**config.mk**
```make
export PLATFORM = sky130hd
export DESIGN_NAME = pipe_cont_unit_d_to_e
export DESIGN_NICKNAME = d
export VERILOG_FILES = /design/src/rtl/pipe_ctrl_pkg.sv /design/src/rtl/pipe_reg_en_clr.sv /design/src/rtl/pipe_cont_unit_d_to_e.sv
export SDC_FILE = /design/constraint.sdc
export NUM_CORES = 1
export LEC_CHECK = 0
export ABC_CLOCK_PERIOD_IN_PS = 800
export CAP_MARGIN = 20
export CELL_PAD_IN_SITES_DETAIL_PLACEMENT = 2
export CELL_PAD_IN_SITES_GLOBAL_PLACEMENT = 2
export CORE_MARGIN = 2
export CORE_UTILIZATION = 19
export DETAILED_ROUTE_END_ITERATION = 16
export HOLD_SLACK_MARGIN = 0.08
export PLACE_DENSITY = 0.72
export SYNTH_ARGS = -nofsm -noshare
export SYNTH_HDL_FRONTEND = slang
export SYNTH_HIERARCHICAL = 1
export SYNTH_SLANG_ARGS = --single-unit
```
**constraint.sdc**
```tcl
create_clock -name clk -period 0.8 [get_ports clk]
set_input_delay 0.16 -clock clk [delete_from_list [all_inputs] [get_ports clk]]
set_output_delay 0.16 -clock clk [all_outputs]
set_load 0.03 [all_outputs]
```
**src/rtl/pipe_ctrl_pkg.sv**
```systemverilog
// Shared types for the decode-to-execute control pipeline register.
// The control word is one packed struct so the flop stage stays a single vector.
package pipe_ctrl_pkg;

    localparam int ALU_CTRL_W = 4;

    // Field order mirrors the port order; flag_w lands in the MSB.
    typedef struct packed {
        logic                  flag_w;
        logic                  reg_write;
        logic                  memto_reg;
        logic                  mem_write;
        logic                  branch;
        logic                  alu_src;
        logic                  no_write;
        logic                  cond;
        logic [ALU_CTRL_W-1:0] alu_ctrl;
    } ctrl_de_t;

    localparam ctrl_de_t CTRL_BUBBLE = '0;

endpackage

```
**src/rtl/pipe_reg_en_clr.sv**
```systemverilog
// Generic pipeline flop: async active-low reset, synchronous clear, load enable.
// Clear wins over enable so a flush still lands while the stage is held.
module pipe_reg_en_clr #(
    parameter int W = 1
) (
    input  logic         clk,
    input  logic         rst_n,
    input  logic         clr,
    input  logic         en,
    input  logic [W-1:0] d,
    output logic [W-1:0] q
);

    always_ff @(posedge clk or negedge rst_n) begin
        if (!rst_n)
            q <= '0;
        else if (clr)
            q <= '0;
        else if (en)
            q <= d;
    end

endmodule

```
**src/rtl/pipe_cont_unit_d_to_e.sv**
```systemverilog
// Decode-to-execute register for control-unit outputs; flush inserts a bubble.
// Define PIPE_CU_STALL_EN to add the StallE hold input.
module pipe_cont_unit_d_to_e
    import pipe_ctrl_pkg::*;
#(
    parameter int ALU_CTRL_W = pipe_ctrl_pkg::ALU_CTRL_W
) (
    input  logic                  clk,
    input  logic                  rst,
    input  logic                  FlagWD,
    input  logic                  RegWriteD,
    input  logic                  MemtoRegD,
    input  logic                  MemWriteD,
    input  logic                  BranchD,
    input  logic                  ALUSrcD,
    input  logic                  NoWriteD,
    input  logic                  CondD,
    input  logic [ALU_CTRL_W-1:0] ALUControlD,
    output logic                  FlagWE,
    output logic                  RegWriteE,
    output logic                  MemtoRegE,
    output logic                  MemWriteE,
    output logic                  BranchE,
    output logic                  ALUSrcE,
    output logic                  NoWriteE,
    output logic                  CondE,
    output logic [ALU_CTRL_W-1:0] ALUControlE,
`ifdef PIPE_CU_STALL_EN
    input  logic                  FlushE,
    input  logic                  StallE
`else
    input  logic                  FlushE
`endif
);

    ctrl_de_t ctrl_d, ctrl_e;
    logic     load_en;

    // No decoding here: NoWrite/RegWrite combinations pass through untouched.
    always_comb begin
        ctrl_d           = CTRL_BUBBLE;
        ctrl_d.flag_w    = FlagWD;
        ctrl_d.reg_write = RegWriteD;
        ctrl_d.memto_reg = MemtoRegD;
        ctrl_d.mem_write = MemWriteD;
        ctrl_d.branch    = BranchD;
        ctrl_d.alu_src   = ALUSrcD;
        ctrl_d.no_write  = NoWriteD;
        ctrl_d.cond      = CondD;
        ctrl_d.alu_ctrl  = ALUControlD;
    end

`ifdef PIPE_CU_STALL_EN
    assign load_en = ~StallE;
`else
    assign load_en = 1'b1;
`endif

    pipe_reg_en_clr #(
        .W ($bits(ctrl_de_t))
    ) u_ctrl_reg (
        .clk   (clk),
        .rst_n (rst),
        .clr   (FlushE),
        .en    (load_en),
        .d     (ctrl_d),
        .q     (ctrl_e)
    );

    assign FlagWE      = ctrl_e.flag_w;
    assign RegWriteE   = ctrl_e.reg_write;
    assign MemtoRegE   = ctrl_e.memto_reg;
    assign MemWriteE   = ctrl_e.mem_write;
    assign BranchE     = ctrl_e.branch;
    assign ALUSrcE     = ctrl_e.alu_src;
    assign NoWriteE    = ctrl_e.no_write;
    assign CondE       = ctrl_e.cond;
    assign ALUControlE = ctrl_e.alu_ctrl;

endmodule

```
==> impl_metrics.prom, run 1 <==
# TYPE chip_impl_metric gauge
chip_impl_metric{name="htree_num_levels",unit=""} 1
chip_impl_info{name="synth_top_family_by_area",value="multiplexers"} 1
chip_impl_metric{name="totalPowerFinal",unit="mW"} 1.35
chip_impl_metric{name="yosys_warnings",unit=""} 6
chip_impl_info{name="netlist_top_cells_count",value="sky130_fd_sc_hd__dfrtp_1, sky130_fd_sc_hd__mux2i_1, sky130_fd_sc_hd__nor2_1"} 1
chip_impl_metric{name="met1_usage",unit=""} 0.122
chip_impl_metric{name="grt_pass1_vias",unit=""} 431
chip_impl_metric{name="use_met2",unit=""} 0.161
chip_impl_metric{name="grt_antenna_before_repair",unit=""} 0
chip_impl_info{name="hold_path.class",value="in -> async"} 1
chip_impl_metric{name="post-route-worst-setup-slack",unit="ns"} -0.168
chip_impl_metric{name="numClockSinks",unit=""} 12
chip_impl_metric{name="finish.utilization",unit=""} 0.349
chip_impl_metric{name="peakVddDrop",unit="uV"} 527
chip_impl_metric{name="fin_tns_setup",unit="ns"} -1.88
chip_impl_metric{name="ys_seq_area_frac",unit=""} 0.620
chip_impl_metric{name="routed_wire_length_per_instance",unit="um"} 12.0
chip_impl_info{name="crit_path_start_kind",value="register"} 1
chip_impl_metric{name="synth_compound_gate_area_share",unit=""} 0
chip_impl_metric{name="vias",unit=""} 408
chip_impl_info{name="status",value="finished with violations"} 1
chip_impl_metric{name="synth_mux_area_frac",unit=""} 0.248
chip_impl_metric{name="period_needed",unit="ns"} 0.968
chip_impl_metric{name="drt_wl_total",unit="mm"} 1.24
chip_impl_info{name="cp_cell_sequence",value="buf_6"} 1
chip_impl_metric{name="multi_input_area",unit="um2"} 176
chip_impl_info{name="worstSetupEndpointType",value="output pin"} 1
chip_impl_metric{name="synth_cell_types",unit=""} 6
chip_impl_info{name="synth.largest_area_cell",value="sky130_fd_sc_hd__dfrtp_1"} 1
chip_impl_info{name="largest_registers_ranked_by_flip_flop_count",value="u_ctrl_reg/q (12)"} 1
chip_impl_metric{name="postSynth.asyncResetShare",unit=""} 1.00
chip_impl_metric{name="design.die.area",unit="mm2"} 0.00297
chip_impl_metric{name="final_hold_viol_count",unit=""} 0
chip_impl_metric{name="highest_achievable_clock_rate",unit="MHz"} 1030
chip_impl_metric{name="post_synth_edffs",unit=""} 0
chip_impl_metric{name="core",unit="mm2"} 0.00245
chip_impl_metric{name="layout.nets",unit=""} 91
chip_impl_metric{name="floorplan.io_pins",unit=""} 27
chip_impl_metric{name="initial_core_util",unit=""} 0.197
chip_impl_metric{name="detailedRoute.firstIterationViolations",unit=""} 0
chip_impl_metric{name="drt_drc_violations_left",unit=""} 0
chip_impl_metric{name="ys_seq_elements",unit=""} 12
chip_impl_metric{name="report.final.slew_viol_count",unit=""} 0
chip_impl_metric{name="critical_path_buf_inv_count",unit=""} 1
chip_impl_info{name="largest-register",value="u_ctrl_reg/q"} 1
chip_impl_metric{name="rows",unit=""} 18
chip_impl_info{name="critical_path.top_delay_family",value="flip-flops"} 1
chip_impl_metric{name="io_port_bufs",unit=""} 26
chip_impl_metric{name="synth_area_per_cell",unit="um2"} 12.4
chip_impl_metric{name="final_antenna_net_count",unit=""} 0
chip_impl_metric{name="area.sequential",unit="um2"} 300
chip_impl_metric{name="cts_inserted_buffers",unit=""} 3
chip_impl_metric{name="first_pass_grt_wire_length",unit="mm"} 1.99
chip_impl_metric{name="grt_overflow",unit=""} 0
chip_impl_info{name="tritoncts",value="built"} 1
chip_impl_info{name="worst_path_max_delay_cell",value="sky130_fd_sc_hd__dfrtp_1"} 1
chip_impl_info{name="grt-busiest-layer",value="met2"} 1
chip_impl_metric{name="routed_vias_inst",unit=""} 3.92
chip_impl_metric{name="syn-instance-count",unit=""} 39
chip_impl_info{name="ws_path_type",value="reg -> out"} 1
chip_impl_metric{name="critPathMaxStageDelay",unit="ns"} 0.40
chip_impl_info{name="violations",value="setup timing"} 1
chip_impl_metric{name="fillCellCount",unit=""} 274
chip_impl_metric{name="leakage_power_total",unit="nW"} 0.434
chip_impl_metric{name="finalSetupViolations",unit=""} 12
chip_impl_metric{name="antennaDiodeCount",unit=""} 0
chip_impl_info{name="grt_setup_unrepaired",value="yes"} 1
chip_impl_metric{name="grt.met3_usage",unit=""} 0.0273
chip_impl_info{name="dominantRegCellSynth",value="sky130_fd_sc_hd__dfrtp_1"} 1
chip_impl_metric{name="gr-usage-all-layers",unit=""} 0.0982
chip_impl_metric{name="crit_arrival",unit="ns"} 0.81
chip_impl_metric{name="synth_xor_area_frac",unit=""} 0
chip_impl_metric{name="gp_congestion",unit=""} 0.569
chip_impl_metric{name="worst_ep_required_time",unit="ns"} 0.64
chip_impl_metric{name="synth_area",unit="um2"} 484
chip_impl_metric{name="timing.max_cap.violations",unit=""} 0
chip_impl_metric{name="maximum_number_of_pins_on_one_net_before_global_route_repair",unit=""} 13
chip_impl_metric{name="synth_top_area_frac",unit=""} 0.620
chip_impl_metric{name="finalCritPeriodShare",unit=""} 1.21
chip_impl_metric{name="area_delta_synth_final",unit="%"} 77.0
chip_impl_metric{name="synth_simple_gate_area_share",unit=""} 0.0930
chip_impl_metric{name="powerDensity",unit="mW/mm2"} 1570
chip_impl_metric{name="max_ffs_per_register",unit=""} 12
chip_impl_metric{name="die_width",unit="um"} 54.5
chip_impl_info{name="largest_cells_by_area_after_synthesis",value="sky130_fd_sc_hd__dfrtp_1, sky130_fd_sc_hd__mux2i_1, sky130_fd_sc_hd__nor2_1, sky130_fd_sc_hd__buf_6, sky130_fd_sc_hd__clkbuf_1"} 1
chip_impl_info{name="clock_tree.root_cell",value="sky130_fd_sc_hd__clkbuf_4"} 1
chip_impl_metric{name="drive_gt1_frac",unit=""} 0.284
chip_impl_metric{name="drtPass1Iterations",unit=""} 1
chip_impl_metric{name="hold-worst-slack",unit="ns"} 0.222
chip_impl_metric{name="chipHeight",unit="um"} 54.5
chip_impl_metric{name="worstPathMaxFanout",unit=""} 2
chip_impl_metric{name="clk_pin_slew_worst_paths",unit="ns"} 0.07
chip_impl_metric{name="cts_max_path_buffers",unit=""} 2
chip_impl_metric{name="synth-adder-area-share",unit=""} 0
## logic make-up (layout without fill, tap and decap cells)
kind of cell / Yosys count / after routing
flops: 12 / 12
other cells: 1 / 3
simple gates: 12 / 12
buf+inv: 2 / 35
mux: 12 / 12
## timing repair
item,in CTS,in global routing
hold buffers,0,0
setup endpoints to repair,12,12
cloned,0,0
gates resized for setup,12,0
setup buffers,2,1
## routing by layer
metal / routed length [um] / part of all wire
met5: 0 / 0
met4: 0 / 0
met3: 60 / 0.048
met2: 745 / 0.60
met1: 437 / 0.35
## per-stage QoR
| step | setup slack, ns | area (um2) | instances |
|---|---|---|---|
| finish | -0.168 | 857 | 104 |
| CTS | -0.186 | 850 | 103 |
| global placement | -0.173 | 767 | 98 |
| global route | -0.206 | 857 | 104 |
| detailed placement | -0.184 | 767 | 98 |
| floorplan | 0.159 | 492 | 41 |
## final cells by class
class,instances,share of cell area
Tap cell,30,0.0438
Clock buffer,3,0.0263
Sequential cell,12,0.350
Multi-Input combinational cell,27,0.206
Timing Repair Buffer,32,0.374
## report_power, final
part	total (mW)	switching (mW)	internal, mW
registers	0.666	0.0251	0.640
clock network	0.352	0.179	0.173
logic	0.331	0.153	0.178
total	1.35	0.357	0.992
## cells in the final DEF (no fill, tap or decap)
cell type                         instances
sky130_fd_sc_hd__clkdlybuf4s50_1         14
sky130_fd_sc_hd__buf_6                   12
sky130_fd_sc_hd__mux2i_1                 12
sky130_fd_sc_hd__nor2_1                  12
sky130_fd_sc_hd__dfrtp_1                 12
sky130_fd_sc_hd__buf_4                    6
sky130_fd_sc_hd__clkbuf_4                 3
sky130_fd_sc_hd__conb_1                   3
## worst max path at each step
stage	from	endpoint	slack, ns	depth (start not counted)
final	u_ctrl_reg/q[1]	ALUControlE[1]	-0.17	1
after global routing	u_ctrl_reg/q[1]	ALUControlE[1]	-0.21	1
after CTS	u_ctrl_reg/q[7]	BranchE	-0.19	1
after detailed placement	FlushE	u_ctrl_reg/q[9]	-0.18	3
after global placement	FlushE	u_ctrl_reg/q[7]	-0.17	3
after floorplan	u_ctrl_reg/q[0]	ALUControlE[0]	0.16	0
(Power assumes the default switching activity.)
==> run 2: changes to the inputs <==
--- a/config.mk
+++ b/config.mk
@@ -14,6 +14,7 @@
 export DETAILED_ROUTE_END_ITERATION = 16
 export HOLD_SLACK_MARGIN = 0.08
 export PLACE_DENSITY = 0.72
+export RECOVER_POWER = 50
 export SYNTH_ARGS = -nofsm -noshare
 export SYNTH_HDL_FRONTEND = slang
 export SYNTH_HIERARCHICAL = 1
==> run 2 against run 1 <==
Compared with the run above:
- the run still ends with setup timing left
- non-clock buffer count is the same
- flip-flop and latch count is the same
- critical path depth is the same
- clock power is essentially flat
- total power shrank 0.19%
- sequential power is essentially flat
- sequential share of layout area grew 0.10 points
- final area shrank 0.29%
- combinational power is essentially flat
- count of clock-buffer cells in the layout is the same
- routed wire length is the same
- largest cell class unchanged
- largest power group unchanged
==> impl_metrics.prom, run 2 (synthesis results as in run 1) <==
# TYPE chip_impl_metric gauge
chip_impl_metric{name="grt_antenna_before_repair",unit=""} 0
chip_impl_info{name="worst_path_max_delay_cell",value="sky130_fd_sc_hd__dfrtp_1"} 1
chip_impl_metric{name="critical_path_buf_inv_count",unit=""} 1
chip_impl_metric{name="initial_core_util",unit=""} 0.197
chip_impl_metric{name="grt_overflow",unit=""} 0
chip_impl_info{name="ws_path_type",value="reg -> out"} 1
chip_impl_metric{name="met3_wirelength",unit="um"} 60
chip_impl_metric{name="final_antenna_net_count",unit=""} 0
chip_impl_metric{name="drive_gt1_frac",unit=""} 0.284
chip_impl_metric{name="floorplan.io_pins",unit=""} 27
chip_impl_info{name="largest-register",value="u_ctrl_reg/q"} 1
chip_impl_metric{name="power_switching",unit="mW"} 0.357
chip_impl_metric{name="drtPass1Iterations",unit=""} 1
chip_impl_info{name="clock_tree.root_cell",value="sky130_fd_sc_hd__clkbuf_4"} 1
chip_impl_metric{name="finalSetupViolations",unit=""} 12
chip_impl_info{name="status",value="finished with violations"} 1
chip_impl_metric{name="first_pass_grt_wire_length",unit="mm"} 1.99
chip_impl_metric{name="period_needed",unit="ns"} 0.968
chip_impl_metric{name="highest_achievable_clock_rate",unit="MHz"} 1030
chip_impl_metric{name="met1_length",unit="um"} 437
chip_impl_info{name="grt_setup_unrepaired",value="yes"} 1
chip_impl_metric{name="post-route-worst-setup-slack",unit="ns"} -0.168
chip_impl_metric{name="intPower",unit="mW"} 0.989
chip_impl_metric{name="crit_arrival",unit="ns"} 0.81
chip_impl_metric{name="chipHeight",unit="um"} 54.5
chip_impl_metric{name="cts-hold-fix-buffers",unit=""} 0
chip_impl_metric{name="worstPathMaxFanout",unit=""} 2
chip_impl_metric{name="final_hold_viol_count",unit=""} 0
chip_impl_metric{name="seq_power_share",unit=""} 0.495
chip_impl_metric{name="gp_congestion",unit=""} 0.569
chip_impl_info{name="largest_registers_ranked_by_flip_flop_count",value="u_ctrl_reg/q (12)"} 1
chip_impl_metric{name="maximum_number_of_pins_on_one_net_before_global_route_repair",unit=""} 13
chip_impl_metric{name="vias",unit=""} 408
chip_impl_metric{name="drt_wl_total",unit="mm"} 1.24
chip_impl_metric{name="numClockSinks",unit=""} 12
chip_impl_metric{name="finalCritPeriodShare",unit=""} 1.21
chip_impl_metric{name="critPathMaxStageDelay",unit="ns"} 0.40
chip_impl_metric{name="leakage_power_total",unit="nW"} 0.433
chip_impl_metric{name="met2_wirelength",unit="um"} 745
chip_impl_info{name="top_layer_used",value="met3"} 1
chip_impl_metric{name="post-place-ws",unit="ns"} -0.184
chip_impl_metric{name="timing.max_cap.violations",unit=""} 0
chip_impl_metric{name="detailedRoute.firstIterationViolations",unit=""} 0
chip_impl_info{name="crit_path_start_kind",value="register"} 1
chip_impl_metric{name="htree_num_levels",unit=""} 1
chip_impl_metric{name="report.final.slew_viol_count",unit=""} 0
chip_impl_metric{name="core",unit="mm2"} 0.00245
chip_impl_metric{name="gr-usage-all-layers",unit=""} 0.0982
chip_impl_metric{name="routed_wire_length_per_instance",unit="um"} 12.0
chip_impl_info{name="tritoncts",value="built"} 1
chip_impl_metric{name="grt_pass1_vias",unit=""} 431
chip_impl_metric{name="share_comb_of_total_power",unit=""} 0.244
chip_impl_metric{name="layout.nets",unit=""} 91
chip_impl_metric{name="final-instance-count-excl-fill",unit=""} 104
chip_impl_metric{name="cts_inserted_buffers",unit=""} 3
chip_impl_info{name="critical_path.top_delay_family",value="flip-flops"} 1
chip_impl_metric{name="area_delta_synth_final",unit="%"} 76.5
chip_impl_metric{name="peakVddDrop",unit="uV"} 527
chip_impl_info{name="hold_path.class",value="in -> async"} 1
chip_impl_metric{name="die_width",unit="um"} 54.5
chip_impl_metric{name="io_port_bufs",unit=""} 26
chip_impl_metric{name="antennaDiodeCount",unit=""} 0
chip_impl_info{name="most-common-layout-cells",value="sky130_fd_sc_hd__clkdlybuf4s50_1, sky130_fd_sc_hd__buf_6, sky130_fd_sc_hd__mux2i_1, sky130_fd_sc_hd__nor2_1, sky130_fd_sc_hd__dfrtp_1"} 1
chip_impl_info{name="final_common_cell",value="sky130_fd_sc_hd__clkdlybuf4s50_1"} 1
chip_impl_metric{name="drt_drc_violations_left",unit=""} 0
chip_impl_metric{name="design.die.area",unit="mm2"} 0.00297
chip_impl_metric{name="cts_max_path_buffers",unit=""} 2
chip_impl_metric{name="rows",unit=""} 18
chip_impl_metric{name="switch_share",unit=""} 0.265
chip_impl_info{name="worstSetupEndpointType",value="output pin"} 1
chip_impl_metric{name="max_ffs_per_register",unit=""} 12
chip_impl_metric{name="routed_vias_inst",unit=""} 3.92
chip_impl_info{name="violations",value="setup timing"} 1
chip_impl_metric{name="clk_pin_slew_worst_paths",unit="ns"} 0.07
chip_impl_metric{name="place_inst",unit=""} 98
chip_impl_metric{name="power.share.clock",unit=""} 0.262
chip_impl_metric{name="hold-worst-slack",unit="ns"} 0.341
chip_impl_metric{name="powerDensity",unit="mW/mm2"} 1570
chip_impl_info{name="cp_cell_sequence",value="buf_6"} 1
chip_impl_metric{name="worst_ep_required_time",unit="ns"} 0.64
-- run 2: per-layer routing --
metal	track usage	vias to the layer above
li1	-	194
met1	0.122	205
met2	0.161	9
met3	0.0273	0
met4	0.0375	0
met5	0	-
-- run 2: cell type report --
| type | count | area, um2 |
|---|---|---|
| Sequential cell | 12 | 300 |
| Clock buffer | 3 | 22.5 |
| Fill cell | 273 | 1600 |
| Tap cell | 30 | 37.5 |
| Timing Repair Buffer | 32 | 318 |
| Multi-Input combinational cell | 27 | 176 |
-- run 2: metrics by stage --
stage | power, mW | setup TNS (ns) | utilization | cell area, um2
finish | 1.35 | -1.88 | 0.348 | 855
global route | 1.43 | -2.31 | 0.348 | 855
floorplan | 0.813 | 0 | - | 492
global placement | 0.965 | -2.00 | 0.312 | 767
CTS | 1.38 | -2.08 | 0.346 | 850
detailed placement | 0.972 | -2.08 | 0.312 | 767
-- run 2: power groups by stage --
stage	combinational [mW]	clock [mW]	sequential (mW)
after global placement	0.295	0	0.670
after detailed placement	0.301	0	0.672
final	0.328	0.352	0.666
after CTS	0.330	0.380	0.666
after global routing	0.356	0.400	0.669
after floorplan	0.0748	0	0.738
-- run 2: path summary, 6_finish.rpt --
kind	from	end	depth (start not counted)
worst max-delay path	u_ctrl_reg/q[1]	ALUControlE[1]	1
max in group asynchronous	rst	u_ctrl_reg/q[0]	2
worst min-delay path	rst	u_ctrl_reg/q[9]	2
min in group clk	ALUControlD[1]	u_ctrl_reg/q[1]	3
-- run 2: what timing repair did --
action / in CTS / in global routing
setup buffers: 2 / 1
gates resized for setup: 12 / 0
hold endpoints to repair: 0 / 0
endpoints found under the setup margin: 12 / 12
